$ cat src/rtl/mem_arb_pkg.sv
// Shared types for the memory port arbiter: transaction source, tracker entry
// and the width of the fetch starvation counter.
package mem_arb_pkg;

   typedef enum logic {
      SRC_INSTR = 1'b0,
      SRC_DATA  = 1'b1
   } mem_src_e;

   typedef struct packed {
      mem_src_e src;
      logic     drop;
   } txn_entry_t;

   localparam int FETCH_MAX_WAIT_LIMIT = 15;
   localparam int STARVE_CNT_W         = $clog2(FETCH_MAX_WAIT_LIMIT + 1);

endpackage

$ cat src/rtl/mem_arb_txn_fifo.sv
// In-order ring buffer of in-flight memory transactions, with a broadcast that
// marks every fetch entry as stale so its response is discarded on return.
module mem_arb_txn_fifo
   import mem_arb_pkg::*;
#(
   parameter int DEPTH = 2,
   localparam int PTR_W = (DEPTH > 1) ? $clog2(DEPTH) : 1,
   localparam int CNT_W = $clog2(DEPTH + 1)
) (
   input  logic             clk,
   input  logic             rst,
   input  logic             push_i,
   input  txn_entry_t       push_entry_i,
   input  logic             pop_i,
   input  logic             mark_drop_i,
   output txn_entry_t       head_o,
   output logic             full_o,
   output logic             empty_o,
   output logic [CNT_W-1:0] count_o
);

   txn_entry_t       entries_q [DEPTH];
   txn_entry_t       entries_d [DEPTH];
   logic [PTR_W-1:0] wr_ptr_q, wr_ptr_d;
   logic [PTR_W-1:0] rd_ptr_q, rd_ptr_d;
   logic [CNT_W-1:0] count_q, count_d;
   logic             push_ok;
   logic             pop_ok;

   function automatic logic [PTR_W-1:0] ptr_inc(input logic [PTR_W-1:0] p);
      if (p == PTR_W'(DEPTH - 1)) begin
         return '0;
      end else begin
         return p + PTR_W'(1);
      end
   endfunction

   assign full_o  = (count_q == CNT_W'(DEPTH));
   assign empty_o = (count_q == '0);
   assign count_o = count_q;
   assign head_o  = entries_q[rd_ptr_q];
   assign push_ok = push_i & ~full_o;
   assign pop_ok  = pop_i & ~empty_o;

   // Next-state: drop marking, push, pop and occupancy.
   // Stale slots may also get marked; a push overwrites the whole entry anyway.
   always_comb begin
      entries_d = entries_q;
      wr_ptr_d  = wr_ptr_q;
      rd_ptr_d  = rd_ptr_q;
      for (int i = 0; i < DEPTH; i++) begin
         if (mark_drop_i && (entries_q[i].src == SRC_INSTR)) begin
            entries_d[i].drop = 1'b1;
         end else begin
            entries_d[i].drop = entries_q[i].drop;
         end
      end
      if (push_ok) begin
         entries_d[wr_ptr_q] = push_entry_i;
         wr_ptr_d            = ptr_inc(wr_ptr_q);
      end else begin
         wr_ptr_d = wr_ptr_q;
      end
      if (pop_ok) begin
         rd_ptr_d = ptr_inc(rd_ptr_q);
      end else begin
         rd_ptr_d = rd_ptr_q;
      end
      count_d = count_q + CNT_W'(push_ok) - CNT_W'(pop_ok);
   end

   // Tracker state registers.
   always_ff @(posedge clk or posedge rst) begin
      if (rst) begin
         for (int i = 0; i < DEPTH; i++) begin
            entries_q[i] <= '0;
         end
         wr_ptr_q <= '0;
         rd_ptr_q <= '0;
         count_q  <= '0;
      end else begin
         entries_q <= entries_d;
         wr_ptr_q  <= wr_ptr_d;
         rd_ptr_q  <= rd_ptr_d;
         count_q   <= count_d;
      end
   end

endmodule

$ cat src/rtl/mem_port_arbiter.sv
// Shares one OBI-style memory port between fetch and LSU: same-cycle request
// forwarding, locked arbitration with fetch anti-starvation, in-order routing.
module mem_port_arbiter
   import mem_arb_pkg::*;
#(
   parameter int MAX_OUTSTANDING = 2,
   parameter int FETCH_MAX_WAIT  = 4
) (
   input  logic        clk,
   input  logic        rst,
   input  logic        instr_req_i,
   input  logic [31:0] instr_addr_i,
   output logic        instr_gnt_o,
   output logic        instr_rvalid_o,
   input  logic        data_req_i,
   input  logic        data_we_i,
   input  logic [3:0]  data_be_i,
   input  logic [31:0] data_addr_i,
   input  logic [31:0] data_wdata_i,
   output logic        data_gnt_o,
   output logic        data_rvalid_o,
   output logic [31:0] rdata_o,
   output logic        err_o,
   output logic        mem_req_o,
   output logic        mem_we_o,
   output logic [3:0]  mem_be_o,
   output logic [31:0] mem_addr_o,
   output logic [31:0] mem_wdata_o,
   input  logic        mem_gnt_i,
   input  logic        mem_rvalid_i,
   input  logic [31:0] mem_rdata_i,
   input  logic        mem_err_i,
   input  logic        instr_flush_i,
   output logic        busy_o,
   output logic        proto_err_o
);

   localparam int CNT_W = $clog2(MAX_OUTSTANDING + 1);
   localparam logic [STARVE_CNT_W-1:0] STARVE_MAX = STARVE_CNT_W'(FETCH_MAX_WAIT);

   logic                    lock_active_q, lock_active_d;
   mem_src_e                lock_src_q, lock_src_d;
   logic [STARVE_CNT_W-1:0] starve_q, starve_d;
   logic                    proto_err_q, proto_err_d;
   mem_src_e                sel;
   txn_entry_t              push_entry;
   txn_entry_t              head;
   logic                    fifo_full;
   logic                    fifo_empty;
   logic [CNT_W-1:0]        fifo_count;
   logic                    handshake;
   logic                    resp_pop;

   // Source selection: an ungranted request keeps its slot, then starvation, then LSU.
   always_comb begin
      if (lock_active_q) begin
         sel = lock_src_q;
      end else if ((starve_q == STARVE_MAX) && instr_req_i) begin
         sel = SRC_INSTR;
      end else if (data_req_i) begin
         sel = SRC_DATA;
      end else begin
         sel = SRC_INSTR;
      end
   end

   // Full blocks requests regardless of a same-cycle pop, keeping rvalid off the req path.
   assign mem_req_o = (instr_req_i | data_req_i) & ~fifo_full;
   assign handshake = mem_req_o & mem_gnt_i;

   // Request attributes from the selected source.
   always_comb begin
      case (sel)
         SRC_DATA: begin
            mem_we_o    = data_we_i;
            mem_be_o    = data_be_i;
            mem_addr_o  = data_addr_i;
            mem_wdata_o = data_wdata_i;
         end
         default: begin
            mem_we_o    = 1'b0;
            mem_be_o    = 4'hF;
            mem_addr_o  = instr_addr_i;
            mem_wdata_o = 32'h0000_0000;
         end
      endcase
   end

   assign instr_gnt_o     = handshake & (sel == SRC_INSTR);
   assign data_gnt_o      = handshake & (sel == SRC_DATA);
   assign push_entry.src  = sel;
   assign push_entry.drop = instr_flush_i & (sel == SRC_INSTR);

   mem_arb_txn_fifo #(
      .DEPTH (MAX_OUTSTANDING)
   ) u_txn_fifo (
      .clk          (clk),
      .rst          (rst),
      .push_i       (handshake),
      .push_entry_i (push_entry),
      .pop_i        (mem_rvalid_i),
      .mark_drop_i  (instr_flush_i),
      .head_o       (head),
      .full_o       (fifo_full),
      .empty_o      (fifo_empty),
      .count_o      (fifo_count)
   );

   assign resp_pop       = mem_rvalid_i & ~fifo_empty;
   assign instr_rvalid_o = resp_pop & (head.src == SRC_INSTR) & ~head.drop & ~instr_flush_i;
   assign data_rvalid_o  = resp_pop & (head.src == SRC_DATA) & ~head.drop;
   assign rdata_o        = mem_rdata_i;
   assign err_o          = mem_err_i;
   assign busy_o         = (fifo_count != '0);
   assign proto_err_o    = proto_err_q;

   // Next-state for lock, starvation counter and sticky protocol error.
   always_comb begin
      lock_active_d = lock_active_q;
      lock_src_d    = lock_src_q;
      if (mem_gnt_i) begin
         lock_active_d = 1'b0;
      end else if (mem_req_o) begin
         lock_active_d = 1'b1;
         lock_src_d    = sel;
      end else begin
         lock_active_d = lock_active_q;
      end
      if (!instr_req_i || instr_gnt_o) begin
         starve_d = '0;
      end else if (starve_q != STARVE_MAX) begin
         starve_d = starve_q + STARVE_CNT_W'(1);
      end else begin
         starve_d = starve_q;
      end
      proto_err_d = proto_err_q | (mem_rvalid_i & fifo_empty);
   end

   // Arbitration state registers.
   always_ff @(posedge clk or posedge rst) begin
      if (rst) begin
         lock_active_q <= 1'b0;
         lock_src_q    <= SRC_INSTR;
         starve_q      <= '0;
         proto_err_q   <= 1'b0;
      end else begin
         lock_active_q <= lock_active_d;
         lock_src_q    <= lock_src_d;
         starve_q      <= starve_d;
         proto_err_q   <= proto_err_d;
      end
   end

endmodule

$ cat config.mk
export PLATFORM = sky130hd
export DESIGN_NAME = mem_port_arbiter
export DESIGN_NICKNAME = d
export VERILOG_FILES = /design/src/rtl/mem_arb_pkg.sv /design/src/rtl/mem_arb_txn_fifo.sv /design/src/rtl/mem_port_arbiter.sv
export SDC_FILE = /design/constraint.sdc
export NUM_CORES = 1
export LEC_CHECK = 0
export BUFFER_PORTS_ARGS = -buffer_cell sky130_fd_sc_hd__buf_2
export CAP_MARGIN = 20
export CORE_AREA = 2 2 98 100
export CTS_BUF_LIST = sky130_fd_sc_hd__clkbuf_8
export CTS_CLUSTER_SIZE = 40
export DETAILED_ROUTE_END_ITERATION = 16
export DIE_AREA = 0 0 100 102
export PLACE_DENSITY_LB_ADDON = 0.1
export RECOVER_POWER = 50
export SYNTH_ARGS = -nofsm -noshare
export SYNTH_HDL_FRONTEND = slang
export SYNTH_SLANG_ARGS = --single-unit
$ cat constraint.sdc
create_clock -name clk -period 2.1 [get_ports clk]
set_input_delay 0.21 -clock clk [delete_from_list [all_inputs] [get_ports clk]]
set_output_delay 0.21 -clock clk [all_outputs]
set_load 0.05 [all_outputs]
# After elaboration in Yosys (flattened, before gate mapping)
# Index checks and enable logic that the tools add are counted.
# word_totals
register_bits,15
input_bits,141
word_cells,81
out_inout_bits,109
# classes
bitwise,26
n_lt_le_gt_ge,3
mux,22
n_reduce_logical,11
n_eq_ne,3
addsub,5
# op_table
op,n
$mux W32,2
$and A1 B1 Y1,13
$mux W4,3
$mux W1,10
$not A1 Y1,9
$mux W2,4
$reduce_bool A2 Y1,3
$add A4 B1 Y4 const B,1
$bwmux W4,1
$eq A4 B3 Y1 const B,1
$ge A2 B2 Y1 const B,2
$logic_and A1 B1 Y1,4
$ne A4 B3 Y1 const B,1
$not A1 Y2,2
$mux W3,1
$add A1 B1 Y1 const B,2
$add A2 B1 Y2,1
$demux W2 S1,1
$eq A2 B2 Y1 const B,1
$logic_not A2 Y1,1
$lt A2 B1 Y1 const B,1
$or A1 B1 Y1,2
$reduce_and A2 Y1,1
$sub A2 B1 Y2,1
2 further kinds,2

# Depth between registers and ports, before layout
# Gate-level depths: netlist of run 1.
# logic_depth
word_depth,8
depth_mapped,7
ltp_nobuf,6

# Modules after synthesis
# From an unflattened synthesis of run 1, not the netlist that was laid out.
# unflattened
cells_unflattened,194
hier_area_um2,1735.4
# modules_own_cells
module,n_inst,cells_each,seq_area_each_um2,area_each_um2
mem_port_arbiter,1,159,175.2,1335.0
mem_arb_txn_fifo,1,35,200.2,400.4

# Worst setup path before layout of run 1
# No wires, ideal clock.
# synth_timing
path_type,reg2out
from,reg starve_q[0]
to,out mem_wdata_o[10]
t_required_ns,1.890
path_stages_with_launch,8
arrival_time_ns,2.051
n_path_buf,2
setup_slack_ns,-0.161
cell_sequence,dfrtp_1 inv_1 ha_1 and4b_4 o21a_4 buf_6 buf_2 nor2b_1
# synth_between
elab_chain_len,5
# synth_rtl
element,line_no,text
start: declaration,mem_port_arbiter.sv:43,"logic [STARVE_CNT_W-1:0] starve_q, starve_d;"
start signal: assignment,mem_port_arbiter.sv:149,starve_q <= starve_d;
$eq A4 B3 Y1,mem_port_arbiter.sv:58,end else if ((starve_q == STARVE_MAX) && instr_req_i) begin
$logic_and A1 B1 Y1,mem_port_arbiter.sv:58,
$mux W1,mem_port_arbiter.sv:58,
$mux W1,mem_port_arbiter.sv:56,if (lock_active_q) begin
$mux W32,mem_port_arbiter.sv:73,case (sel)
end: declaration,mem_port_arbiter.sv:28,"output logic [31:0] mem_wdata_o,"
# Every way passes these cells.

# Worst setup path after layout of run 1
# layout_timing
from,reg starve_q[0]
to,out mem_addr_o[26]
# layout_between
elab_chain_len,5
# layout_rtl
element,line_no,text
$eq A4 B3 Y1,mem_port_arbiter.sv:58,
$logic_and A1 B1 Y1,mem_port_arbiter.sv:58,
$mux W1,mem_port_arbiter.sv:58,
$mux W1,mem_port_arbiter.sv:56,
$mux W32,mem_port_arbiter.sv:73,
end: declaration,mem_port_arbiter.sv:27,"output logic [31:0] mem_addr_o,"
# Every way passes these cells.

==> results by group, run 1 <==
Placed design
  – Routability cong.: 0.750
  – Post-DP HPWL: 6200 um
  – PortBufs: 183
  – Placed cell areas: between 0.002 and 0.003 mm2

STA
  – Fmax: 0.448 GHz
  – Minimum clock period: 2.23 ns
  – Setup WS post-layout: -0.133 ns
  – Worst-Margin Slew: 0.636 ns
  – Pins Over Slew Limit: 0
  – Setup Skew: 0.00730 ns
  – Setup_tns: -4.07 ns
  – Final Hold Vio Count: 0
  – Fin crit share: 1.06
  – Final setup fails: 47
  – RSZ-0062 raised after global routing: yes
  – Slew HR: 0.576

Power
  – Switching Fraction: 0.496
  – PwrDens: about 1100 mW/mm2
  – Pwr Total: 4.26 mW
  – Seq pwr share: 0.114
  – Power Internal: around 2.1 mW
  – Combinational share of power: 0.830
  – Clock share of power: 0.056
  – Leakage: 1.94 nW
  – Sw power: 2.11 mW
  – Peak VDD IR: 0.000398 V

Yosys
  – Commonest cells in the netlist: buf_4, nor2b_1, mux2_2, dfrtp_1, inv_1
  – Syn Inst Count: 186
  – Largest cells by area after synthesis: dfrtp_1, mux2_2, buf_4
  – Netlist cell types: 32
  – YS warnings: 0
  – Seq/Total Area, Yosys: 0.217
  – Net count after synthesis: 331
  – Post-synth EDFFs: 0
  – Synthesis-stage register bit count: 15
  – Share of Yosys cell area claimed by the top area cell type: 0.217
  – Area of the mapped netlist: 0.00173 mm2
  – Post-synth top area cell: dfrtp_1
  – Synth Flop Type: dfrtp_1
  – Mean Syn Cell Area: 9.28 um2
  – Synth async-reset ratio: 1.00

Clocking
  – H-tree levels: 1
  – Clock Tree Buf Depth: 2
  – CTS buffer count: 3
  – Clk_lat worst skew: 0.25 ns
  – TritonCTS clock tree: done
  – Clk sink count: 15
  – Clock transition at the registers of the reported paths: 0.07 ns
  – Hold_buf cts: 0
  – CTS Root Buffer Type: clkbuf_8

Status
  – Violated checks: setup timing
  – Status: finished, violations left

Global routing
  – Total track usage: 0.142
  – Grt ovf: 0
  – Vias in the first global route: about 2000
  – Largest net degree at the start of global routing: 16
  – Initial antenna violation count: 0
  – First-pass GRT wire length: 10800 um

Routing
  – Remaining DRCs: 0
  – Routed WL: 8610 um
  – Iteration-0 DRC count of the detailed router: 32
  – Vias per inst: 4.18
  – Antenna viol nets, final: 0
  – Wirelength per Cell: 18.5 um
  – Vias: 1946
  – DRT Pass-1 Iters: 4

Die
  – Row cnt: 35
  – Die Span Y: 102 um
  – Initial Utilization: 0.190
  – I/O pins: 250
  – Die ar.: 0.0102 mm2
  – Area of the core: 0.00911 mm2
  – Overall die width: 100 um

Layout
  – Share of cells above drive strength 1: 0.808
  – Multi-input logic area: between 0.001 and 0.0015 mm2
  – Ant diodes: 0
  – Final core utilization: 0.409
  – Layout Cell Area excl Fill: about 0.0037 mm2
  – Final #Nets: 500
  – Register area: 375 um2
  – Fillers: 886
  – Area grow syn2layout: 116%

Setup path
  – WP data required: 1.89 ns
  – Worst Path Arrival: 2.02 ns
  – Reg2Reg Setup Slack: 0.25 ns
  – Worst setup SP type: flip-flop
  – Critical path class: flip-flop to primary output
  – Endpoint type of the worst setup path: primary output
  – Worst Path Max Fanout: 5

Flow run
  – Max-Cap Viols: 0

Hold path
  – Worst hold path type: input port to async pin
[layout by cell type (no fill, tap or decap), drive strengths merged, types with 3 or more instances in the layout]
cell,count
ha,4
mux2i,8
a21oi,3
nor2b,35
mux2,32
inv,11
or2,5
clkbuf,5
buf,203
xnor2,4
a211oi,3
dfrtp,15
nor2,4
nand2,3
[routing by layer]
layer / vias up / wire length [um] / track usage
met5: - / 0 / 0
met4: 0 / 157 / 0.0432
met3: 18 / 1540 / 0.116
met2: 114 / 4220 / 0.229
met1: 893 / 2690 / 0.138
li1: 921 / - / -
[layout make-up]
class                   count  area share
clock inverters             1     0.00134
multi-input cells         119       0.343
well taps                 111      0.0372
inverters                  11      0.0111
flip-flops and latches     15       0.101
clock buffers               3      0.0111
repair buffers            205       0.496
[metrics by stage]
stage | std cells | hold WS, ns | setup slack [ns]
2_1_floorplan | 186 | 0.111 | -0.161
3_3_place_gp | 446 | 0.335 | 0.106
3_5_place_dp | 446 | 0.328 | 0.0798
4_1_cts | 462 | 0.0515 | -0.168
5_1_grt | 465 | 0.0837 | -0.213
6_report | 465 | 0.0310 | -0.133
[worst max-delay path, cell delays in order, from the launching register on]
cell       delay [ns]
dfrtp_1          0.38
inv_1            0.06
ha_2             0.17
and4b_4          0.24
o21a_4           0.18
buf_12           0.14
clkbuf_16        0.15
mux2_4           0.31
buf_8            0.15
[final timing paths]
check / startpoint / to / cells past startpoint
max: starve_q[0] / mem_addr_o[26] / 8
min: rst / u_txn_fifo.entries_q[1] / 2
max reg2reg: starve_q[0] / starve_q[0] / 9
min reg2reg: proto_err_o / proto_err_o / 1
max in group asynchronous: rst / lock_src_q / 2
min in group clk: mem_gnt_i / lock_active_q / 2
[cells by family (layout without fill, tap and decap cells)]
group,Yosys count,count (layout),synth area share
AND/OR/NAND/NOR,56,56,0.206
buffers and inverters,52,220,0.200
multiplexers,40,40,0.255
flip-flops,15,15,0.217
AO/OA/AOI/OAI,13,13,0.0623
XOR/XNOR,6,6,0.0304
adder cells (fa/ha/maj),4,4,0.0290
[power groups by stage]
stage	registers (mW)	logic, mW	clock network (mW)
final	0.486	3.54	0.240
after global routing	0.499	3.71	0.265
after CTS	0.486	3.17	0.251
after detailed placement	0.490	2.41	0
after global placement	0.496	2.42	0
after floorplan	0.477	2.02	0
[state kept, by name (all words and copies together), names as in the netlist]
register              count
u_txn_fifo.rd_ptr_q       1
u_txn_fifo.wr_ptr_q       1
u_txn_fifo.entries_q      4
lock_src_q                1
lock_active_q             1
u_txn_fifo.count_o        2
proto_err_o               1
starve_q                  4
[what timing repair did]
action                     4_1_cts  5_1_grt
buffers inserted                 8        3
cloned                           5        2
pin swaps                        4        3
resized for setup              146      103
setup endpoints to repair       36       71
hold endpoints to repair         0        0
Note: power is estimated with default switching activity, not from simulation.
==> inputs of run 2 (changes only) <==
- PLACE_DENSITY_LB_ADDON: 0.1 -> 0.25
- SETUP_SLACK_MARGIN: not set -> 0.05
==> results by group, run 2 (synthesis results as in run 1) <==
Status
  – Status: finished, violations left
  – Violated checks: setup timing

Global routing
  – Total track usage: 0.117 (-0.0242)
  – Vias in the first global route: 1999 (+0.91%)
  – Grt ovf: 0 (unchanged)
  – Largest net degree at the start of global routing: 16 (unchanged)
  – First-pass GRT wire length: 9480 um (-12%)
  – Initial antenna violation count: 0 (unchanged)

Die
  – Overall die width: 100 um (unchanged)
  – Row cnt: 35 (unchanged)
  – Initial Utilization: 0.190 (unchanged)
  – Area of the core: 0.00911 mm2 (unchanged)
  – Die Span Y: 102 um (unchanged)
  – Die ar.: 0.0102 mm2 (unchanged)
  – I/O pins: 250 (unchanged)

Routing
  – Remaining DRCs: 0 (unchanged)
  – Vias: 1976 (+1.5%)
  – Iteration-0 DRC count of the detailed router: 27 (-16%)
  – Routed WL: 7020 um (-18%)
  – DRT Pass-1 Iters: 4 (unchanged)
  – Wirelength per Cell: 14.9 um (-19%)
  – Vias per inst: 4.20 (+0.46%)
  – Antenna viol nets, final: 0 (unchanged)

STA
  – Final setup fails: 56 (+19%)
  – Pins Over Slew Limit: 0 (unchanged)
  – Setup Skew: 0.00168 ns (-0.00562 ns)
  – Fmax: 0.442 GHz (-1.4%)
  – Final Hold Vio Count: 0 (unchanged)
  – Fin crit share: 1.08 (+0.0148)
  – RSZ-0062 raised after global routing: yes
  – Minimum clock period: 2.26 ns (+0.0311 ns)
  – Setup_tns: -5.76 ns (-1.69 ns)
  – Worst-Margin Slew: 0.628 ns (-0.00784 ns)
  – Slew HR: 0.581 (+0.00523)
  – Setup WS post-layout: -0.164 ns (-0.0311 ns)

Layout
  – Most frequent cells in the layout: buf_2, buf_8, nor2b_4, buf_6, mux2_4
  – Ant diodes: 0 (unchanged)
  – Final #Nets: 505 (+1.0%)
  – Finished Layout Cells: 470 (+1.1%)
  – Most common cell after layout, fill and taps aside: buf_2
  – Area grow syn2layout: 129%
  – Share of cells above drive strength 1: 0.816 (+0.00825)

Placed design
  – Placed cells: 445 (-0.22%)
  – Post-DP HPWL: 4600 um (-26%)
  – Setup Slack @ Placement: 0.0444 ns (-0.0355 ns)
  – Routability cong.: 0.750 (about the same)
  – PortBufs: 183 (unchanged)

Setup path
  – Worst Path Max Fanout: 5 (unchanged)
  – WP data required: 1.89 ns (about the same)
  – Critical path class: flip-flop to primary output
  – Worst Path Arrival: 2.05 ns (+0.03 ns)
  – Slowest cell on the critical path: dfrtp_1
  – CP cell instances: inv_2, ha_4, and4b_4, o21a_4, buf_4, buf_12, mux2_2, buf_6
  – Worst setup SP type: flip-flop
  – Reg-to-Reg Start: starve_q[1]
  – CP peak stage delay: 0.39 ns (about the same)
  – Endpoint type of the worst setup path: primary output
  – Setup crit start: starve_q[1]

Flow run
  – Max-Cap Viols: 0 (unchanged)

Clocking
  – Clock Tree Buf Depth: 2 (unchanged)
  – Clk sink count: 15 (unchanged)
  – CTS Root Buffer Type: clkbuf_8
  – CTS buffer count: 3 (unchanged)
  – H-tree levels: 1 (unchanged)
  – Clock transition at the registers of the reported paths: 0.06 ns (about the same)
  – TritonCTS clock tree: done
  – Clk_lat worst skew: 0.25 ns (about the same)

Power
  – Leakage: 2.06 nW (+6.1%)
  – Pwr Total: 4.45 mW (+4.5%)
  – Combinational share of power: 0.838 (+0.008)
  – Power Internal: 2.28 mW (+6.3%)
  – Clock share of power: 0.052 (-0.004)
  – PwrDens: 1130 mW/mm2 (-1.2%)
  – Sw power: 2.17 mW (+2.7%)
  – Seq pwr share: 0.109 (-0.005)
  – Switching Fraction: 0.487 (-0.00862)
  – Peak VDD IR: 0.000604 V (+52%)

Hold path
  – Worst hold path type: input port to async pin
-- run 2: cell types whose count changed in the layout (fill, tap and decap cells not counted), moves of 2 or more --
cell | before | now
nor2b_4 | 14 | 33
nor2b_2 | 19 | 1
buf_8 | 38 | 48
buf_4 | 13 | 9
inv_2 | 0 | 2
-- run 2: cell type report --
class                   count  area [um2]
repair buffers            210        1960
well taps                 111         139
clock buffers               3        41.3
clock inverters             1        3.75
multi-input cells         119        1390
flip-flops and latches     15         375
inverters                  11        41.3
fillers                   856        5160
-- run 2: what timing repair did --
action,in CTS,in global routing
gates resized for setup,238,64
setup endpoints to repair,71,71
hold buffers,0,0
pin swaps,3,1
setup buffers,11,5
gates cloned,5,2
-- run 2: stage by stage --
stage          utilization  hold WS [ns]  cell area, um2
6_report             0.433        0.0352            3950
3_3_place_gp         0.284         0.329            2580
4_1_cts              0.401        0.0651            3650
2_1_floorplan            -         0.111            1760
5_1_grt              0.433        0.0844            3950
3_5_place_dp         0.284         0.328            2580
-- run 2: path summary, 6_finish.rpt --
kind                            slack, ns                     to  depth (start not counted)
worst max-delay path                -0.16         mem_addr_o[25]                          8
worst min-delay path                 0.04            starve_q[2]                          2
worst max register to register       0.32            starve_q[2]                          8
worst min register to register       0.46            proto_err_o                          1
max in group asynchronous            1.66  u_txn_fifo.count_o[0]                          2
min in group clk                     0.18            proto_err_o                          2
-- run 2: critical path: cells and delay by family (launching register included) --
family          cells  cell delay, ns
simple gates        1            0.24
compound gates      1            0.19
flops               1            0.39
fa+ha+maj           1            0.14
buf+inv             4            0.50
mux                 1            0.34
-- run 2: power groups by stage --
stage	Sequential (mW)	Combinational (mW)	Clock, mW
3_5_place_dp	0.490	2.37	0
4_1_cts	0.488	3.45	0.238
5_1_grt	0.503	3.92	0.251
3_3_place_gp	0.490	2.35	0
6_report	0.488	3.73	0.233
2_1_floorplan	0.477	2.02	0
-- run 2: routing by layer --
layer	wire [um]	track usage	vias up
met5	0	0	-
met4	41	0.0148	0
met3	542	0.0294	4
met2	3770	0.218	120
met1	2670	0.141	922
li1	-	-	930
